### config.mk
export PLATFORM = sky130hd
export DESIGN_NAME = gemm_result_writer
export DESIGN_NICKNAME = d
export VERILOG_FILES = /design/src/rtl/gemm_result_writer.sv
export SDC_FILE = /design/constraint.sdc
export NUM_CORES = 1
export LEC_CHECK = 0
export CAP_MARGIN = 10
export CORE_ASPECT_RATIO = 0.8
export CORE_MARGIN = 3
export CORE_UTILIZATION = 45
export CTS_CLUSTER_DIAMETER = 40
export DETAILED_ROUTE_END_ITERATION = 8
export PLACE_DENSITY = 0.66
export SLEW_MARGIN = 10
export SYNTH_ARGS = -nofsm -noshare
export SYNTH_HDL_FRONTEND = slang
export SYNTH_SLANG_ARGS = --single-unit
### constraint.sdc
create_clock -name clk -period 6.2 [get_ports clk]
set_input_delay 1.24 -clock clk [delete_from_list [all_inputs] [get_ports clk]]
set_output_delay 1.24 -clock clk [all_outputs]
set_load 0.01 [all_outputs]
### src/rtl/gemm_result_writer.sv
`default_nettype none
// ============================================================================
// gemm_result_writer: packs the serialized int8 GEMM result stream into
// masked SRAM words, buffers them in a word FIFO and writes them out.
// Revision: 1.0
// ============================================================================
module gemm_result_writer #(
  parameter int DATA_WIDTH  = 8,
  parameter int SRAM_WIDTH  = 64,
  parameter int ADDR_WIDTH  = 13,
  parameter int COUNT_WIDTH = 18,
  parameter int FIFO_DEPTH  = 4
) (
  input  logic                              clk,
  input  logic                              rst,
  input  logic                              init,
  input  logic                              start,
  input  logic [COUNT_WIDTH-1:0]            total_count,
  input  logic [ADDR_WIDTH-1:0]             base_addr,
  input  logic                              data_valid_i,
  input  logic [DATA_WIDTH-1:0]             data_i,
  output logic                              sram_wr_en_o,
  output logic [ADDR_WIDTH-1:0]             sram_addr_o,
  output logic [SRAM_WIDTH-1:0]             sram_wdata_o,
  output logic [SRAM_WIDTH/DATA_WIDTH-1:0]  sram_wmask_o,
  input  logic                              sram_ready_i,
  output logic                              busy_o,
  output logic                              done_o,
  output logic [COUNT_WIDTH-1:0]            words_written_o,
  output logic                              overflow_o
);

  localparam int LANES  = SRAM_WIDTH / DATA_WIDTH;
  localparam int LANE_W = (LANES > 1) ? $clog2(LANES) : 1;
  localparam int PTR_W  = (FIFO_DEPTH > 1) ? $clog2(FIFO_DEPTH) : 1;

  typedef enum logic [1:0] {
    S_IDLE    = 2'd0,
    S_COLLECT = 2'd1,
    S_FLUSH   = 2'd2,
    S_DONE    = 2'd3
  } state_t;

  state_t                 state_q, state_d;
  logic [COUNT_WIDTH-1:0] total_q, total_d;
  logic [COUNT_WIDTH-1:0] byte_cnt_q, byte_cnt_d;
  logic [LANE_W-1:0]      lane_q, lane_d;
  logic [SRAM_WIDTH-1:0]  pack_q, pack_d;
  logic [LANES-1:0]       mask_q, mask_d;
  logic [ADDR_WIDTH-1:0]  addr_q, addr_d;
  logic [COUNT_WIDTH-1:0] words_q, words_d;
  logic                   ovf_q, ovf_d;
  logic [PTR_W-1:0]       wr_ptr_q, wr_ptr_d;
  logic [PTR_W-1:0]       rd_ptr_q, rd_ptr_d;
  logic [PTR_W:0]         count_q, count_d;

  logic [SRAM_WIDTH-1:0]  fifo_data_q [FIFO_DEPTH];
  logic [LANES-1:0]       fifo_mask_q [FIFO_DEPTH];

  logic                   w_clear;
  logic                   w_empty;
  logic                   w_full;
  logic                   w_push_req;
  logic                   w_push;
  logic                   w_pop;
  logic [SRAM_WIDTH-1:0]  w_word_data;
  logic [LANES-1:0]       w_word_mask;
  logic [COUNT_WIDTH-1:0] w_byte_inc;

  assign w_clear    = rst | init;
  assign w_empty    = (count_q == '0);
  assign w_full     = (count_q == (PTR_W+1)'(FIFO_DEPTH));
  assign w_byte_inc = byte_cnt_q + COUNT_WIDTH'(1);

  always_comb begin
    state_d    = state_q;
    total_d    = total_q;
    byte_cnt_d = byte_cnt_q;
    lane_d     = lane_q;
    pack_d     = pack_q;
    mask_d     = mask_q;
    addr_d     = addr_q;
    words_d    = words_q;
    ovf_d      = ovf_q;
    wr_ptr_d   = wr_ptr_q;
    rd_ptr_d   = rd_ptr_q;
    w_push_req = 1'b0;
    w_pop      = !w_empty && sram_ready_i;

    w_word_data = pack_q;
    w_word_data[int'(lane_q)*DATA_WIDTH +: DATA_WIDTH] = data_i;
    w_word_mask = mask_q;
    w_word_mask[lane_q] = 1'b1;

    case (state_q)
      S_IDLE: begin
        if (start) begin
          total_d    = total_count;
          addr_d     = base_addr;
          words_d    = '0;
          ovf_d      = 1'b0;
          byte_cnt_d = '0;
          lane_d     = '0;
          pack_d     = '0;
          mask_d     = '0;
          state_d    = (total_count == '0) ? S_DONE : S_COLLECT;
        end
      end
      S_COLLECT: begin
        if (data_valid_i) begin
          pack_d     = w_word_data;
          mask_d     = w_word_mask;
          lane_d     = lane_q + LANE_W'(1);
          byte_cnt_d = w_byte_inc;
          if ((lane_q == LANE_W'(LANES-1)) || (w_byte_inc == total_q)) begin
            w_push_req = 1'b1;
            pack_d     = '0;
            mask_d     = '0;
            lane_d     = '0;
          end
          if (w_byte_inc == total_q) begin
            state_d = S_FLUSH;
          end
        end
      end
      S_FLUSH: begin
        if (w_empty) begin
          state_d = S_DONE;
        end
      end
      S_DONE: begin
        state_d = S_IDLE;
      end
      default: begin
        state_d = S_IDLE;
      end
    endcase

    // A pop in the same cycle frees a slot, so a full FIFO can still accept.
    w_push = w_push_req && (!w_full || w_pop);

    if ((w_push_req && !w_push) || (data_valid_i && state_q != S_COLLECT)) begin
      ovf_d = 1'b1;
    end

    if (w_pop) begin
      rd_ptr_d = rd_ptr_q + PTR_W'(1);
      addr_d   = addr_q + ADDR_WIDTH'(1);
      words_d  = words_q + COUNT_WIDTH'(1);
    end
    if (w_push) begin
      wr_ptr_d = wr_ptr_q + PTR_W'(1);
    end
    count_d = count_q + {{PTR_W{1'b0}}, w_push} - {{PTR_W{1'b0}}, w_pop};
  end

  always_ff @(posedge clk) begin
    if (w_clear) begin
      state_q    <= S_IDLE;
      total_q    <= '0;
      byte_cnt_q <= '0;
      lane_q     <= '0;
      pack_q     <= '0;
      mask_q     <= '0;
      addr_q     <= '0;
      words_q    <= '0;
      ovf_q      <= 1'b0;
      wr_ptr_q   <= '0;
      rd_ptr_q   <= '0;
      count_q    <= '0;
    end else begin
      state_q    <= state_d;
      total_q    <= total_d;
      byte_cnt_q <= byte_cnt_d;
      lane_q     <= lane_d;
      pack_q     <= pack_d;
      mask_q     <= mask_d;
      addr_q     <= addr_d;
      words_q    <= words_d;
      ovf_q      <= ovf_d;
      wr_ptr_q   <= wr_ptr_d;
      rd_ptr_q   <= rd_ptr_d;
      count_q    <= count_d;
    end
  end

  // Storage needs no reset: entries are only visible while counted as occupied.
  always_ff @(posedge clk) begin
    if (w_push) begin
      fifo_data_q[wr_ptr_q] <= w_word_data;
      fifo_mask_q[wr_ptr_q] <= w_word_mask;
    end
  end

  assign sram_wr_en_o    = !w_empty;
  assign sram_addr_o     = addr_q;
  assign sram_wdata_o    = w_empty ? '0 : fifo_data_q[rd_ptr_q];
  assign sram_wmask_o    = w_empty ? '0 : fifo_mask_q[rd_ptr_q];
  assign busy_o          = (state_q == S_COLLECT) || (state_q == S_FLUSH);
  assign done_o          = (state_q == S_DONE);
  assign words_written_o = words_q;
  assign overflow_o      = ovf_q;

endmodule
`default_nettype wire

==> results by group, run 1 <==
Yosys
  – Synth Warn #: 0
  – Async SR Flop Fraction: 0%
  – Post-synth EDFFs: 288
  – Synthesized Nets: 1387
  – Syn_area_per_cell: 14.05 um2
  – Post-Syn Instances: 1324
  – Register area share after synthesis: 63.07%
  – Yosys cell types: 68
  – Mapped Area: 18600 um2
  – Dominant synthesized flop cell: edfxtp_1
  – #FFs+latches synth: 442

Routing
  – DR DRC count: 0
  – DR WL/cell: 20.84 um
  – Met2 wire length: 18970 um
  – Via density per instance: 5.780
  – Routed met1 length: 20140 um
  – Final WL: 42390 um
  – Routed Antenna Nets: 0
  – DRT iter0 DRCs: 1144
  – First-pass DRT Iterations: 5
  – WL met3: 2431 um
  – Top routing layer in use: met4
  – Via count: 11.76k

Worst setup path
  – Crit-path max FO: 40
  – WS Path Type: flop to output pin
  – Crit-path slowest cell: dfxtp_4
  – Kind of cell adding the most delay to the critical path: buffers and inverters
  – WP data required: 4960 ps
  – Max stage delay on crit path: 810 ps
  – Crit end category: output pin
  – Worst EP arrival: 3070 ps
  – WP buf/inv: 2
  – Crit path cell chain: buf_12, mux4_2, and2_1, clkdlybuf4s50_1
  – Crit start category: flop

STA
  – Slew Viols, Final: 0
  – Final hold vios: 0
  – Final setup vio count: 0
  – Setup_tns: 0 ps
  – Max frequency: 231.8 MHz
  – Period utilisation layout: 69.59%
  – Tmin final: 4315 ps
  – Headroom to the max-slew limit: 32.74%
  – Worst Max-Slew Pin Slew: 1009 ps
  – RSZ-0062 raised after global routing: no
  – Post-route clock skew: 33.87 ps

Clock network
  – Hold-fix buffers at CTS: 0
  – CTS H-tree depth: 2
  – Post-CTS Resized: 0
  – Reg clk slew, reported paths: 60 ps
  – Post-CTS setup buffers: 0
  – Clk_lat worst skew: 580 ps
  – Clock sink total: 442
  – Root buf cell: clkbuf_16
  – CTS tree: done
  – TritonCTS Buffers: 52
  – Clock Path Buffers: 3

Final layout
  – ANT cells: 0
  – Final #Nets: 1519
  – Area Overhead vs Synth: 20.04%
  – Fraction of layout cells with a size suffix above 1: 17.69%
  – Final Core Density: 55.69%

Global route
  – Initial antenna violation count: 1
  – Total gr overflow: 0
  – First-pass GRT wire length: 67150 um
  – GRT Overall Usage: 19.50%
  – Pin count of the biggest net entering global routing: 78
  – Vias in the first global route: 11.59k

Power
  – Clock network power share: 47.5%
  – Pleak: 7.392 nW
  – Worst VDD drop: 0.2468 mV
  – Register share of total power: 49.6%
  – Power Density: 282.1 nW/um2
  – Net Switching: 0.001348 W
  – Pint: 0.004951 W
  – Gate power share: 2.9%
  – Switching part of the total power: 21.40%

Floorplanning
  – Core area: 40090 um2
  – Ports: 152
  – Initial Util: 46.39%
  – Die width: 233.3 um
  – Die ar.: 43830 um2
  – Die Ht: 187.9 um
  – Row count: 65

Status
  – Status: complete, no violations

Place
  – HPWL after DPL: 26320 um
  – GP Congestion: 0.8217
  – I/O Buffers: 151

Hold path
  – Hold Crit Class: flop to flop

Flow run
  – Maxcap violations: 0
## stage by stage
| stage | hold WS, ps | area (um2) | power [W] | std cells | setup WS, ps |
|---|---|---|---|---|---|
| 2_1_floorplan | 436.2 | 18600 | 0.003285 | 1324 | 1827 |
| 3_3_place_gp | 439.9 | 20610 | 0.003364 | 1938 | 2043 |
| 3_5_place_dp | 448.1 | 20610 | 0.003367 | 1938 | 1935 |
| 4_1_cts | 464.0 | 22330 | 0.006363 | 2034 | 1746 |
| 5_1_grt | 468.3 | 22330 | 0.006505 | 2034 | 1612 |
| 6_report | 462.0 | 22330 | 0.006299 | 2034 | 1885 |
## worst register-to-register path, cell delays in order (launching register included)
cell      delay [ps]
dfxtp_1          460
ha_1             290
nand3_1          240
or4_4            630
xnor2_1          170
a211oi_1         470
a41o_1           410
and3_4           880
buf_4            410
## synth_stat cells, types with 15 or more instances
| cell | instances | area, um2 |
|---|---|---|
| a21oi_1 | 49 | 245.2 |
| mux4_2 | 72 | 1622 |
| and3_1 | 17 | 106.4 |
| edfxtp_1 | 288 | 8648 |
| dfxtp_1 | 154 | 3083 |
| nor3_1 | 15 | 75.07 |
| nand2_1 | 104 | 390.4 |
| mux2_2 | 59 | 664.4 |
| xnor2_1 | 22 | 192.7 |
| nand3_1 | 22 | 110.1 |
| o21ai_0 | 42 | 210.2 |
| a32o_1 | 74 | 740.7 |
| ha_1 | 17 | 212.7 |
| nor2_1 | 72 | 270.3 |
| clkbuf_1 | 66 | 247.7 |
| and2_1 | 83 | 519.3 |
## registers in the layout, summed over array words and instances (netlist names), 3 cells and up, named ones only
register	cells
count_q	3
pack_q	64
mask_q	8
byte_cnt_q	18
sram_addr_o	13
fifo_data_q	256
lane_q	3
total_q	18
words_written_o	18
fifo_mask_q	32
## power by group through the flow
stage / combinational [W] / sequential (W) / clock (W)
6_report: 0.000184 / 0.00312 / 0.00299
5_1_grt: 0.000200 / 0.00312 / 0.00318
4_1_cts: 0.000183 / 0.00312 / 0.00306
3_5_place_dp: 0.000182 / 0.00319 / 0
3_3_place_gp: 0.000179 / 0.00318 / 0
2_1_floorplan: 0.000100 / 0.00318 / 0
## layout by cell type, fill, tap and decap left out, types with 4 or more instances in the layout
cell type	count
a211oi_1	6
a21o_1	6
a21oi_1	49
a221oi_1	4
a22oi_1	6
a311oi_1	5
a31oi_1	8
a32o_1	74
and2_1	83
and3_1	13
and3_4	4
buf_4	12
clkbuf_1	5
clkbuf_16	53
clkbuf_8	4
clkdlybuf4s50_1	151
clkinv_2	9
clkinv_4	8
dfxtp_1	152
edfxtp_1	288
ha_1	17
inv_1	13
inv_6	8
mux2_2	59
mux4_2	72
nand2_1	104
nand2b_1	7
nand3_1	22
nand4_1	11
nor2_1	70
nor3_1	15
nor3b_1	5
nor4_1	7
o21ai_0	42
or2_2	5
xnor2_1	22
xor2_1	9
## path summary, 6_finish.rpt
path	start	endpoint	slack [ps]	cells past startpoint
setup / recovery	flop	sram_wmask_o[6]	1890	4
hold reg to reg	pack_q[45]	pack_q[45]	460	1
hold / removal	pack_q[45]	pack_q[45]	460	1
setup reg to reg	byte_cnt_q[0]	fifo_data_q[1][58]	1920	8
## layer usage
metal / vias to the layer above / global-route usage, %
met2: 348 / 29.10
li1: 5391 / -
met1: 5953 / 30.00
met5: - / 0
met3: 64 / 3.022
met4: 0 / 4.830
## logic make-up (layout without fill, tap and decap cells)
group | after synthesis | in the layout | synth area share [%]
AO/OA/AOI/OAI | 226 | 226 | 9.047
XOR/XNOR | 31 | 31 | 1.460
adder cells (fa/ha/maj) | 18 | 18 | 1.251
buffers and inverters | 99 | 273 | 2.179
flip-flops | 442 | 442 | 63.07
multiplexers | 133 | 133 | 12.40
AND/OR/NAND/NOR | 375 | 375 | 10.60
## area by class of cell
| class | instances | area (um2) |
|---|---|---|
| fillers | 3178 | 17760 |
| multi-input cells | 783 | 6526 |
| clock buffers | 62 | 1400 |
| repair buffers | 164 | 1622 |
| flip-flops and latches | 442 | 11740 |
| well taps | 536 | 670.6 |
| inverters | 13 | 48.80 |
| clock inverters | 34 | 324.1 |
(Power assumes the default switching activity.)
==> inputs of run 2 (changes only) <==
==> constraint.sdc (replaced) <==
create_clock -name clk -period 4.4 [get_ports clk]
set_input_delay 0.88 -clock clk [delete_from_list [all_inputs] [get_ports clk]]
set_output_delay 0.88 -clock clk [all_outputs]
set_load 0.01 [all_outputs]
==> results by group, run 2 (same netlist as run 1, synthesis figures left out) <==
Status
  – Status: complete, no violations

Clock network
  – Hold-fix buffers at CTS: 0 (unchanged)
  – CTS H-tree depth: 2 (unchanged)
  – Post-CTS Resized: 0 (unchanged)
  – Clk_lat worst skew: 570 ps (about the same)
  – Reg clk slew, reported paths: 70 ps (about the same)
  – Root buf cell: clkbuf_16
  – Clock sink total: 442 (unchanged)
  – Post-CTS setup buffers: 0 (unchanged)
  – CTS tree: done
  – TritonCTS Buffers: 51 (-1.9%)
  – Clock Path Buffers: 3 (unchanged)

Floorplanning
  – Die Ht: 187.9 um (unchanged)
  – Die ar.: 43830 um2 (unchanged)
  – Initial Util: 46.39% (unchanged)
  – Ports: 152 (unchanged)
  – Row count: 65 (unchanged)
  – Die width: 233.3 um (unchanged)
  – Core area: 40090 um2 (unchanged)

Final layout
  – Top Registers: fifo_data_q x256, pack_q x64, fifo_mask_q x32
  – Sequential Area: 11740 um2 (unchanged)
  – Commonest non-fill, non-tap cells in the layout: edfxtp_1, dfxtp_1, clkdlybuf4s50_1, nand2_1, and2_1
  – Most common cell after layout, fill and taps aside: edfxtp_1
  – Most flop-heavy register: fifo_data_q
  – Final #Nets: 1529 (+0.66%)
  – Max reg flops: 256 (unchanged)
  – ANT cells: 0 (unchanged)
  – Area Overhead vs Synth: 21.31%
  – Fillers: 3242 (+2.0%)
  – Footprint of the multi-input gates: 6526 um2 (unchanged)
  – Fraction of layout cells with a size suffix above 1: 18.17% (+0.48 points)

Routing
  – Routed Antenna Nets: 0 (unchanged)
  – Via density per instance: 5.755 (-0.42%)
  – DRT iter0 DRCs: 903 (-21%)
  – Via count: 11.76k (+0.068%)
  – DR DRC count: 0 (unchanged)
  – First-pass DRT Iterations: 5 (unchanged)
  – DR WL/cell: 20.94 um (+0.48%)
  – Final WL: 42810 um (+0.98%)

Worst setup path
  – Crit path cell chain: ha_1, nand3_1, buf_4, nor4_1, xnor2_1, nor4b_4, a41oi_4, nor2_1, inv_1, ha_1, inv_1, ha_1, fa_1, xnor2_1, xnor2_1, nor2_1
  – Crit-path max FO: 7 (-83%)
  – Crit-path slowest cell: nor4_1
  – Max stage delay on crit path: 570 ps (-240 ps)
  – Crit start category: flop
  – Worst EP arrival: 4380 ps (+1310 ps)
  – Crit end category: flop
  – WS Path Type: flop to flop
  – FF-to-FF path depth: 16 (+8)
  – WP data required: 4830 ps (-130 ps)
  – Worst R2R Setup Slack: 440 ps (-1480 ps)

STA
  – PnR worst setup slack: 444.1 ps (-1441 ps)
  – Setup_tns: 0 ps (unchanged)
  – Final setup vio count: 0 (unchanged)
  – Post-route clock skew: 16.04 ps (-17.84 ps)
  – Final hold vios: 0 (unchanged)
  – Period utilisation layout: 89.91%
  – Headroom to the max-slew limit: 38.90% (+6.2 points)
  – Slew Viols, Final: 0 (unchanged)
  – Max frequency: 252.8 MHz
  – RSZ-0062 raised after global routing: no
  – Worst Max-Slew Pin Slew: 913.1 ps (-95.83 ps)
  – Tmin final: 3956 ps

Global route
  – GRT Overall Usage: 19.55% (+0.045 points)
  – Initial antenna violation count: 2 (+1)
  – Vias in the first global route: 11.75k (+1.4%)
  – First-pass GRT wire length: 67250 um (+0.15%)
  – Pin count of the biggest net entering global routing: 78 (unchanged)
  – Total gr overflow: 0 (unchanged)

Power
  – Worst VDD drop: 0.2467 mV (about the same)
  – Pleak: 7.491 nW (+1.3%)
  – Power Density: 395.6 nW/um2 (+40%)

Place
  – I/O Buffers: 151 (unchanged)
  – Dpl ws: 470.3 ps (-1465 ps)
  – HPWL after DPL: 26720 um (+1.5%)
  – GP Congestion: 0.8717 (+6.1%)

Hold path
  – Hold Path Stages: 1 (unchanged)
  – Hold Crit Class: flop to flop

Flow run
  – Maxcap violations: 0 (unchanged)
run 2: critical path: cells and delay by family, from the launching register on:
kind | cells | cell delay, ps
xor gates and xnor gates | 3 | 560
and+or+nand+nor | 5 | 1200
buffers and inverters | 3 | 290
DFF | 1 | 460
adders and majority gates | 4 | 1130
AOI/OAI and AO/OA | 1 | 170
run 2: worst paths after layout:
path | start | to
setup / recovery | byte_cnt_q[0] | count_q[2]
hold / removal | mask_q[5] | mask_q[5]
setup reg to reg | byte_cnt_q[0] | count_q[2]
hold reg to reg | mask_q[5] | mask_q[5]
run 2: through the flow:
step | utilization, % | power, W | area (um2) | cells | hold slack [ps]
2_1_floorplan | - | 0.004628 | 18600 | 1324 | 436.2
3_3_place_gp | 51.97 | 0.004749 | 20840 | 1949 | 439.9
3_5_place_dp | 51.97 | 0.004751 | 20840 | 1949 | 448.2
4_1_cts | 56.28 | 0.009013 | 22570 | 2044 | 463.5
5_1_grt | 56.28 | 0.009214 | 22570 | 2044 | 471.2
6_report | 56.28 | 0.008926 | 22570 | 2044 | 459.6
run 2: layout make-up:
type,count,share of cell area (%)
sequential,442,52.02
timing repair buffer,175,8.217
clock inverter,33,1.541
tap,536,2.972
inverter,13,0.2162
multi-input combinational,783,28.92
clock buffer,62,6.110
run 2: layer usage:
layer,wire (um),GRT usage [%],up-vias
li1,-,-,5414
met1,20180,28.72,5951
met2,19530,30.43,340
met3,2434,3.509,59
met4,672,4.522,0
met5,0,0,-
run 2: power by group:
part	total [W]	internal [W]	leakage [nW]	switching, W
Clock	0.00426	0.00252	0.858	0.00174
Combinational	0.000265	0.000106	2.67	0.000159
Sequential	0.00440	0.00439	3.96	0.0000136
==> inputs of run 3 (changes only) <==
--- a/config.mk
+++ b/config.mk
@@ -12,6 +12,7 @@
 export CTS_CLUSTER_DIAMETER = 40
 export DETAILED_ROUTE_END_ITERATION = 8
 export PLACE_DENSITY = 0.66
+export SKIP_CTS_REPAIR_TIMING = 1
 export SLEW_MARGIN = 10
 export SYNTH_ARGS = -nofsm -noshare
 export SYNTH_HDL_FRONTEND = slang
==> constraint.sdc (replaced) <==
create_clock -name clk -period 3.9 [get_ports clk]
set_input_delay 0.78 -clock clk [delete_from_list [all_inputs] [get_ports clk]]
set_output_delay 0.78 -clock clk [all_outputs]
set_load 0.01 [all_outputs]
==> results by group, run 3 (same netlist as run 1, synthesis figures left out) <==
Place
  – HPWL after DPL: 25850 um (-3.2%)
  – I/O Buffers: 151 (unchanged)
  – GP Congestion: 0.8491 (-2.6%)

Floorplanning
  – Die ar.: 43830 um2 (unchanged)
  – Row count: 65 (unchanged)
  – Die width: 233.3 um (unchanged)
  – Ports: 152 (unchanged)
  – Initial Util: 46.39% (unchanged)
  – Die Ht: 187.9 um (unchanged)
  – Core area: 40090 um2 (unchanged)

Global route
  – Total gr overflow: 0 (unchanged)
  – Met1 Use GR: 29.01% (+0.29 points)
  – Gr busiest metal: met2
  – GRT Overall Usage: 19.39% (-0.16 points)
  – Pin count of the biggest net entering global routing: 78 (unchanged)
  – GRT met2 Usage: 29.17% (-1.3 points)
  – Initial antenna violation count: 2 (unchanged)
  – Met3 usage: 3.463% (-0.046 points)
  – First-pass GRT wire length: 66500 um (-1.1%)
  – Vias in the first global route: 11.67k (-0.72%)

Worst setup path
  – Crit-path max FO: 5 (-2)
  – Crit start category: flop
  – WP data required: 4330 ps (-500 ps)
  – Crit end category: flop
  – Worst Setup SP: byte_cnt_q[1]
  – R2R Path Start: byte_cnt_q[1]
  – Crit-path slowest cell: or4_4
  – Max stage delay on crit path: 600 ps (+30 ps)
  – WS Path Type: flop to flop
  – Most frequent CP cell: xnor2_1
  – Crit path cell chain: ha_2, nand3_2, or4_4, xnor2_1, a211oi_2, a41oi_4, nor2_1, inv_1, ha_1, inv_1, ha_1, fa_1, xnor2_1, xnor2_1, nor2_1
  – Worst EP arrival: 4050 ps (-330 ps)

STA
  – Headroom to the max-slew limit: 41.33% (+2.4 points)
  – Tmin final: 3624 ps (-332.3 ps)
  – Slew Viols, Final: 0 (unchanged)
  – Worst Max-Slew Pin Slew: 880.1 ps (-32.99 ps)
  – Setup_tns: 0 ps (unchanged)
  – Final hold vios: 0 (unchanged)
  – RSZ-0062 raised after global routing: no
  – Final setup vio count: 0 (unchanged)
  – Period utilisation layout: 92.91% (+3.0 points)
  – Max frequency: 276.0 MHz (+9.2%)
  – Post-route clock skew: 14.03 ps (-2.011 ps)

Final layout
  – Area Overhead vs Synth: 21.57%
  – Most common cell after layout, fill and taps aside: edfxtp_1
  – Final Core Density: 56.40% (+0.12 points)
  – Most flop-heavy register: fifo_data_q
  – Commonest non-fill, non-tap cells in the layout: edfxtp_1, dfxtp_1, clkdlybuf4s50_1, nand2_1, and2_1
  – Fraction of layout cells with a size suffix above 1: 18.57% (+0.40 points)
  – Top Registers: fifo_data_q x256, pack_q x64, fifo_mask_q x32
  – ANT cells: 0 (unchanged)
  – Fillers: 3259 (+0.52%)
  – Final #Nets: 1533 (+0.26%)
  – Max reg flops: 256 (unchanged)

Routing
  – DR DRC count: 0 (unchanged)
  – Routed Antenna Nets: 0 (unchanged)
  – Final WL: 42070 um (-1.7%)
  – DRT iter0 DRCs: 1056 (+17%)
  – Via count: 11.70k (-0.55%)
  – DR WL/cell: 20.53 um (-2.0%)
  – Via density per instance: 5.710 (-0.80%)
  – First-pass DRT Iterations: 5 (unchanged)

Clock network
  – Clk_lat worst skew: 570 ps (about the same)
  – CTS tree: done
  – Root buf cell: clkbuf_16
  – Clock Path Buffers: 3 (unchanged)
  – Reg clk slew, reported paths: 60 ps (about the same)
  – CTS H-tree depth: 2 (unchanged)
  – TritonCTS Buffers: 52 (+2.0%)
  – Clock sink total: 442 (unchanged)

Power
  – Tot Pwr: 0.01012 W (+13%)
  – Power Density: 447.7 nW/um2 (+13%)
  – Pleak: 7.483 nW (-0.12%)
  – Worst VDD drop: 0.2585 mV (+4.8%)

Flow run
  – Maxcap violations: 0 (unchanged)

Status
  – Status: complete, no violations

Hold path
  – Hold Crit Class: flop to flop
  – Min-Delay Startpoint: mask_q[5]
[run 3: changes by cell type in the layout (fill, tap and decap cells not counted), moves of 2 or more]
cell and delta:
inv_8 -5, inv_6 -2, buf_4 +5, buf_12 -2, clkinv_1 +3, clkinvlp_4 +7
[run 3: cell type report]
class / instances / area (um2) / area share [%]
multi-input cells: 783 / 6545 / 28.94
inverters: 13 / 48.80 / 0.2158
repair buffers: 178 / 1852 / 8.189
flip-flops and latches: 442 / 11740 / 51.91
clock buffers: 61 / 1386 / 6.130
well taps: 536 / 670.6 / 2.966
clock inverters: 36 / 372.9 / 1.649
[run 3: metal layers]
| layer | vias to the layer above | routed length [um] |
|---|---|---|
| met1 | 5900 | 19790 |
| li1 | 5408 | - |
| met4 | 0 | 918 |
| met2 | 321 | 18920 |
| met5 | - | 0 |
| met3 | 70 | 2442 |
[run 3: where the power goes]
| part | switching, W | leakage (nW) | total, W | internal [W] |
|---|---|---|---|---|
| Combinational | 0.000184 | 2.68 | 0.000306 | 0.000122 |
| Clock | 0.00195 | 0.841 | 0.00486 | 0.00290 |
| Sequential | 0.0000147 | 3.96 | 0.00496 | 0.00495 |
| Total | 0.00215 | 7.48 | 0.0101 | 0.00798 |
[run 3: critical path: cells and delay by family (launching register included)]
family | cells | cell delay, ps
compound gates | 2 | 430
flops | 1 | 410
fa+ha+maj | 4 | 1090
xor+xnor | 3 | 520
buf+inv | 2 | 90
simple gates | 4 | 930
[run 3: through the flow]
stage | cells | cell area, um2 | hold WS [ps] | setup slack, ps
2_1_floorplan | 1324 | 18610 | 436.2 | 187.7
3_3_place_gp | 1952 | 20840 | 440.1 | 153.6
3_5_place_dp | 1952 | 20840 | 448.2 | 92.22
4_1_cts | 2049 | 22600 | 461.9 | 62.76
5_1_grt | 2049 | 22610 | 468.1 | 25.94
6_report | 2049 | 22610 | 457.6 | 276.4
[run 3: final timing paths]
kind / end / slack (ps) / cells after the start
worst min register to register: mask_q[5] / 460 / 1
worst max register to register: count_q[2] / 280 / 15
worst max-delay path: count_q[2] / 280 / 15
worst min-delay path: mask_q[5] / 460 / 1
